`src/rtl/cache_refill_unit.sv`:
```
// Miss refill engine: one burst read, LINE_WORDS-deep landing FIFO, cache writes.
// Define CRITICAL_WORD_FIRST_EN to start the burst at the missing word.
module cache_refill_unit #(
  parameter int FIFO_WIDTH = 32,
  parameter int LINE_WORDS = 16
) (
  input  logic                          clk,
  input  logic                          reset,
  input  logic                          miss_req,
  input  logic [FIFO_WIDTH-1:0]         miss_addr,
  output logic                          busy,
  output logic                          mem_req,
  output logic [FIFO_WIDTH-1:0]         mem_addr,
  input  logic                          mem_ack,
  input  logic                          mem_valid,
  input  logic [FIFO_WIDTH-1:0]         mem_rdata,
  input  logic                          cache_ready,
  output logic                          cache_we,
  output logic [$clog2(LINE_WORDS)-1:0] cache_widx,
  output logic [FIFO_WIDTH-1:0]         cache_wdata,
  output logic [FIFO_WIDTH-1:0]         cache_line_addr,
  output logic                          crit_valid,
  output logic [FIFO_WIDTH-1:0]         crit_data,
  output logic                          done
);

  localparam int IW = $clog2(LINE_WORDS);
  localparam int OB = IW + 2;

  typedef enum logic [1:0] {
    IDLE,
    REQ,
    FILL,
    DONE
  } state_t;

  state_t state, state_nx;

  logic [FIFO_WIDTH-1:0] line_q;
  logic [FIFO_WIDTH-1:0] maddr_q;
  logic [FIFO_WIDTH-1:0] data_mem [LINE_WORDS];
  logic [IW-1:0]         idx_mem  [LINE_WORDS];
  logic [IW:0]           wr_ptr, rd_ptr, rcv_cnt, occ;
  logic [IW-1:0]         s_q, s_nx;
  logic [FIFO_WIDTH-1:0] maddr_nx;
  logic                  accept, push, empty, head_ok;

  assign accept  = (state == IDLE) && miss_req;
  assign occ     = wr_ptr - rd_ptr;
  assign empty   = (occ == '0);
  // rcv_cnt tops out at LINE_WORDS, so its MSB flags a complete burst
  assign push    = (state == FILL) && mem_valid && !rcv_cnt[IW];
  assign head_ok = (state == FILL) && !empty;

  assign busy            = (state != IDLE);
  assign mem_req         = (state == REQ);
  assign done            = (state == DONE);
  assign mem_addr        = maddr_q;
  assign cache_line_addr = line_q;
  assign cache_we        = head_ok && cache_ready;
  assign cache_widx      = head_ok ? idx_mem[rd_ptr[IW-1:0]] : '0;
  assign cache_wdata     = head_ok ? data_mem[rd_ptr[IW-1:0]] : '0;

`ifdef CRITICAL_WORD_FIRST_EN
  assign s_nx       = miss_addr[OB-1:2];
  assign maddr_nx   = {miss_addr[FIFO_WIDTH-1:2], 2'b00};
  assign crit_valid = cache_we && (cache_widx == s_q);
  assign crit_data  = crit_valid ? cache_wdata : '0;
`else
  logic unused_lo;
  assign unused_lo  = ^miss_addr[OB-1:0];
  assign s_nx       = '0;
  assign maddr_nx   = {miss_addr[FIFO_WIDTH-1:OB], {OB{1'b0}}};
  assign crit_valid = 1'b0;
  assign crit_data  = '0;
`endif

  always_comb begin
    state_nx = state;
    unique case (state)
      IDLE: if (miss_req) state_nx = REQ;
      REQ:  if (mem_ack) state_nx = FILL;
      // leave once the last buffered word is being written this cycle
      FILL: if (rcv_cnt[IW] &&
                (empty || (occ == (IW+1)'(1) && cache_we)))
              state_nx = DONE;
      DONE: state_nx = IDLE;
      default: state_nx = IDLE;
    endcase
  end

  always_ff @(posedge clk) begin
    if (reset) begin
      state   <= IDLE;
      wr_ptr  <= '0;
      rd_ptr  <= '0;
      rcv_cnt <= '0;
      s_q     <= '0;
      line_q  <= '0;
      maddr_q <= '0;
    end else begin
      state <= state_nx;
      if (accept) begin
        line_q  <= {miss_addr[FIFO_WIDTH-1:OB], {OB{1'b0}}};
        maddr_q <= maddr_nx;
        s_q     <= s_nx;
        rcv_cnt <= '0;
        wr_ptr  <= '0;
        rd_ptr  <= '0;
      end
      if (push) begin
        wr_ptr  <= wr_ptr + 1'b1;
        rcv_cnt <= rcv_cnt + 1'b1;
      end
      if (cache_we) rd_ptr <= rd_ptr + 1'b1;
    end
  end

  always_ff @(posedge clk) begin
    if (push) begin
      data_mem[wr_ptr[IW-1:0]] <= mem_rdata;
      idx_mem[wr_ptr[IW-1:0]]  <= s_q + rcv_cnt[IW-1:0];
    end
  end

endmodule

```
`config.mk`:
```
export PLATFORM = sky130hd
export DESIGN_NAME = cache_refill_unit
export DESIGN_NICKNAME = d
export VERILOG_FILES = /design/src/rtl/cache_refill_unit.sv
export SDC_FILE = /design/constraint.sdc
export NUM_CORES = 1
export LEC_CHECK = 0
export BUFFER_PORTS_ARGS = -buffer_cell sky130_fd_sc_hd__buf_2
export CORE_UTILIZATION = 59
export CTS_CLUSTER_DIAMETER = 100
export DETAILED_ROUTE_END_ITERATION = 8
export GPL_ROUTABILITY_DRIVEN = 0
export PLACE_DENSITY = 0.8
export SKIP_CTS_REPAIR_TIMING = 1
export SKIP_LAST_GASP = 1
export SYNTH_ARGS = -nofsm -noshare
export SYNTH_HDL_FRONTEND = slang
export SYNTH_SLANG_ARGS = --single-unit
```
`constraint.sdc`:
```
create_clock -name clk -period 5.4 [get_ports clk]
set_clock_uncertainty 0.05 [all_clocks]
set_input_delay 0.81 -clock clk [delete_from_list [all_inputs] [get_ports clk]]
set_output_delay 0.81 -clock clk [all_outputs]
set_load 0.02 [all_outputs]
```
==> results.py <==
metrics = {
    "outcome": {
        "status": "finished, final reports clean",
    },
    "clock_tree": {
        "tritoncts": "yes",
        "insertion_delay_ps": 600,
        "cts-root-buf": "clkbuf_16",
        "cts_made_buffers": 58,
        "cts_sinks": 623,
        "clockBufferDepth": 3,
        "path_clk_slew_ps": 60,
        "ctsHtreeMaxLevel": 2,
    },
    "power_and_ir_drop": {
        "p_total_mw": 10.0,
        "leakage_nw": 9.00,
        "power-per-cell-area_mw_per_mm2": 364,
        "ir_worst_vdd_mv": 0.256,
    },
    "timing": {
        "final.period_utilization_pct": 88.7,
        "holdWs_ps": 391,
        "finalSetupViolations": 0,
        "layout_min_cycle_time_ps": 4790,
        "finalMaxSlewViolations": 0,
        "worstMarginPinSlew_ps": 1150,
        "rsz0062_at_grt": "false",
        "finalHoldViolCount": 0,
        "setup_slack_ps": 609,
        "relSlewSlack_pct": 23.3,
        "fmax_ghz": 0.209,
        "setup_tns_ps": 0,
    },
    "synth": {
        "synth_edf_count": 576,
        "ys.flop_type": "edfxtp_1",
        "synthTopCellsByArea": "edfxtp_1 70%, mux4_2 17%, dfxtp_1 3.8%",
        "synthDistinctLibCells": 41,
        "synth-seq-area-share_pct": 74.3,
        "yosysWarnings": 0,
        "avgSynthCellArea_sq_um": 20.7,
        "yosys.area.top_type": "edfxtp_1",
        "synth.cell_area_sq_mm": 0.0246,
        "synth_top_area_share_pct": 70.4,
        "syn_inst": 1184,
        "ys_async_sr_fraction_pct": 0,
        "synth-seq-cells": 623,
    },
    "cells_and_area": {
        "area_growth_pct": 11.7,
        "multi_input_area_sq_mm": 0.00568,
        "nFillCells": 2489,
        "fin_nets": 1423,
        "layout_common_cells": "576 x edfxtp_1, 180 x mux4_2, 155 x buf_2",
        "final_cell_area_sq_mm": 0.0274,
        "final_common_cell": "edfxtp_1",
        "seq_area_sq_mm": 0.0183,
        "final_util_pct": 67.0,
        "layout-drive-gt1-share_pct": 33.7,
        "instances_no_fill": 1919,
    },
    "critical_path": {
        "path_buf_inv": 2,
        "cp_slowest_cell": "nand3_2",
        "r2r-start": "state[0]",
        "worstPathArrival_ps": 3930,
        "path_class": "reg -> out",
        "path_cells": "inv_1, ha_1, fa_1, nand2b_1, a21oi_1, xnor2_1, nand3_2, and3_1, buf_2",
        "path_max_fanout": 36,
        "crit_family": "simple AND/OR/NAND/NOR gates",
        "cp-startpoint": "wr_ptr[0]",
        "critPathCaptureType": "output port",
        "crit_required_ps": 4540,
        "crit_path_start_kind": "flip-flop",
        "crit_path_max_incr_delay_ps": 810,
    },
    "placed_design": {
        "dpl-instance-area_sq_mm": 0.0257,
        "pre_cts_ws_ps": 1230,
        "dp.cells": 1809,
        "port_buffers": 155,
        "dp_hpwl_um": 25700,
    },
    "job": {
        "drv_cap": 0,
    },
    "floorplanning": {
        "dieArea_sq_mm": 0.0424,
        "coreArea_sq_mm": 0.0409,
        "pin_count": 207,
        "chipWidth_um": 206,
        "die_h_um": 206,
        "num_rows": 74,
        "start_util_pct": 60.0,
    },
    "global_route": {
        "grt_max_degree": 56,
        "antenna_found_initial": 3,
        "overflow": 0,
        "grt_pass1_wl_um": 81400,
        "grtUsageTotal_pct": 27.2,
        "grt_pass1_vias": 12700,
    },
    "route": {
        "vias_per_cell": 6.32,
        "drc": 0,
        "final_antenna_net_count": 0,
        "dr.pass1.iters": 5,
        "drt_iter0_markers": 1309,
        "routed_wl_um": 55600,
        "routedWlPerCell_um": 29.0,
        "vias": 12100,
    },
    "worst_hold_path": {
        "hp-class": "in -> reg",
        "hp-start": "miss_addr[11]",
    },
}
-- flip-flops by register name, summed over array words and instances (netlist names), named ones only --
name,flops
data_mem,512
wr_ptr,5
cache_line_addr,26
idx_mem,64
rd_ptr,5
state,2
rcv_cnt,5
-- Yosys cell counts, drive strengths merged, types with 2 or more instances --
library cell and n:
inv 11, nand2 65, a31oi 4, buf 101, ha 15, a21oi 36, nand3 12, nand4 3
xnor2 4, mux4 180, nor2 28, and2 2, edfxtp 576, nand2b 3, and3 36, xor2 5
nor3 6, o21ai 3, dfxtp 47, clkbuf 30, or3 3
-- worst paths after layout --
kind                                       endpoint  slack (ps)  depth (start not counted)
worst max-delay path                 cache_wdata[7]         610                          9
worst min-delay path            cache_line_addr[11]         390                          3
worst max register to register        idx_mem[7][2]        1400                          8
worst min register to register  cache_line_addr[30]         420                          2
-- cell type report --
| type | instances | area share, % |
|---|---|---|
| flip-flops and latches | 623 | 66.5 |
| clock inverters | 31 | 0.716 |
| diodes | 3 | 0.0274 |
| well taps | 532 | 2.43 |
| multi-input cells | 463 | 20.7 |
| inverters | 11 | 0.151 |
| repair buffers | 180 | 3.70 |
| clock buffers | 76 | 5.73 |
-- logic make-up after synthesis --
logic type / Yosys count / share of synthesized area, %
other: 1 / 0.0153
buffers and inverters: 142 / 3.74
AO/OA/AOI/OAI: 48 / 1.07
AND/OR/NAND/NOR: 163 / 3.14
flip-flops: 623 / 74.3
multiplexers: 182 / 16.6
XOR/XNOR: 9 / 0.321
adder cells (fa/ha/maj): 16 / 0.846
-- worst reg2reg max path, cell delays in order (launching register included) --
cell	delay, ps
dfxtp_1	350
inv_1	130
ha_2	180
buf_4	430
nand2_1	130
nor2_1	700
nand2_1	470
nor2_4	640
buf_4	550
-- report_power, final --
part,total [mW],switching [mW],leakage [nW],internal [mW]
registers,5.40,0.0541,5.54,5.35
logic,0.734,0.514,2.58,0.220
clock network,3.86,1.76,0.882,2.10
total,10.0,2.33,9.00,7.67
-- per-layer routing --
metal / up-vias / global-route usage (%) / wire length, um
met4: 2 / 9.77 / 1950
li1: 5006 / - / -
met5: - / 0 / 7
met3: 138 / 3.89 / 4260
met2: 716 / 47.9 / 29400
met1: 6259 / 34.7 / 20000
(Power assumes the default switching activity.)
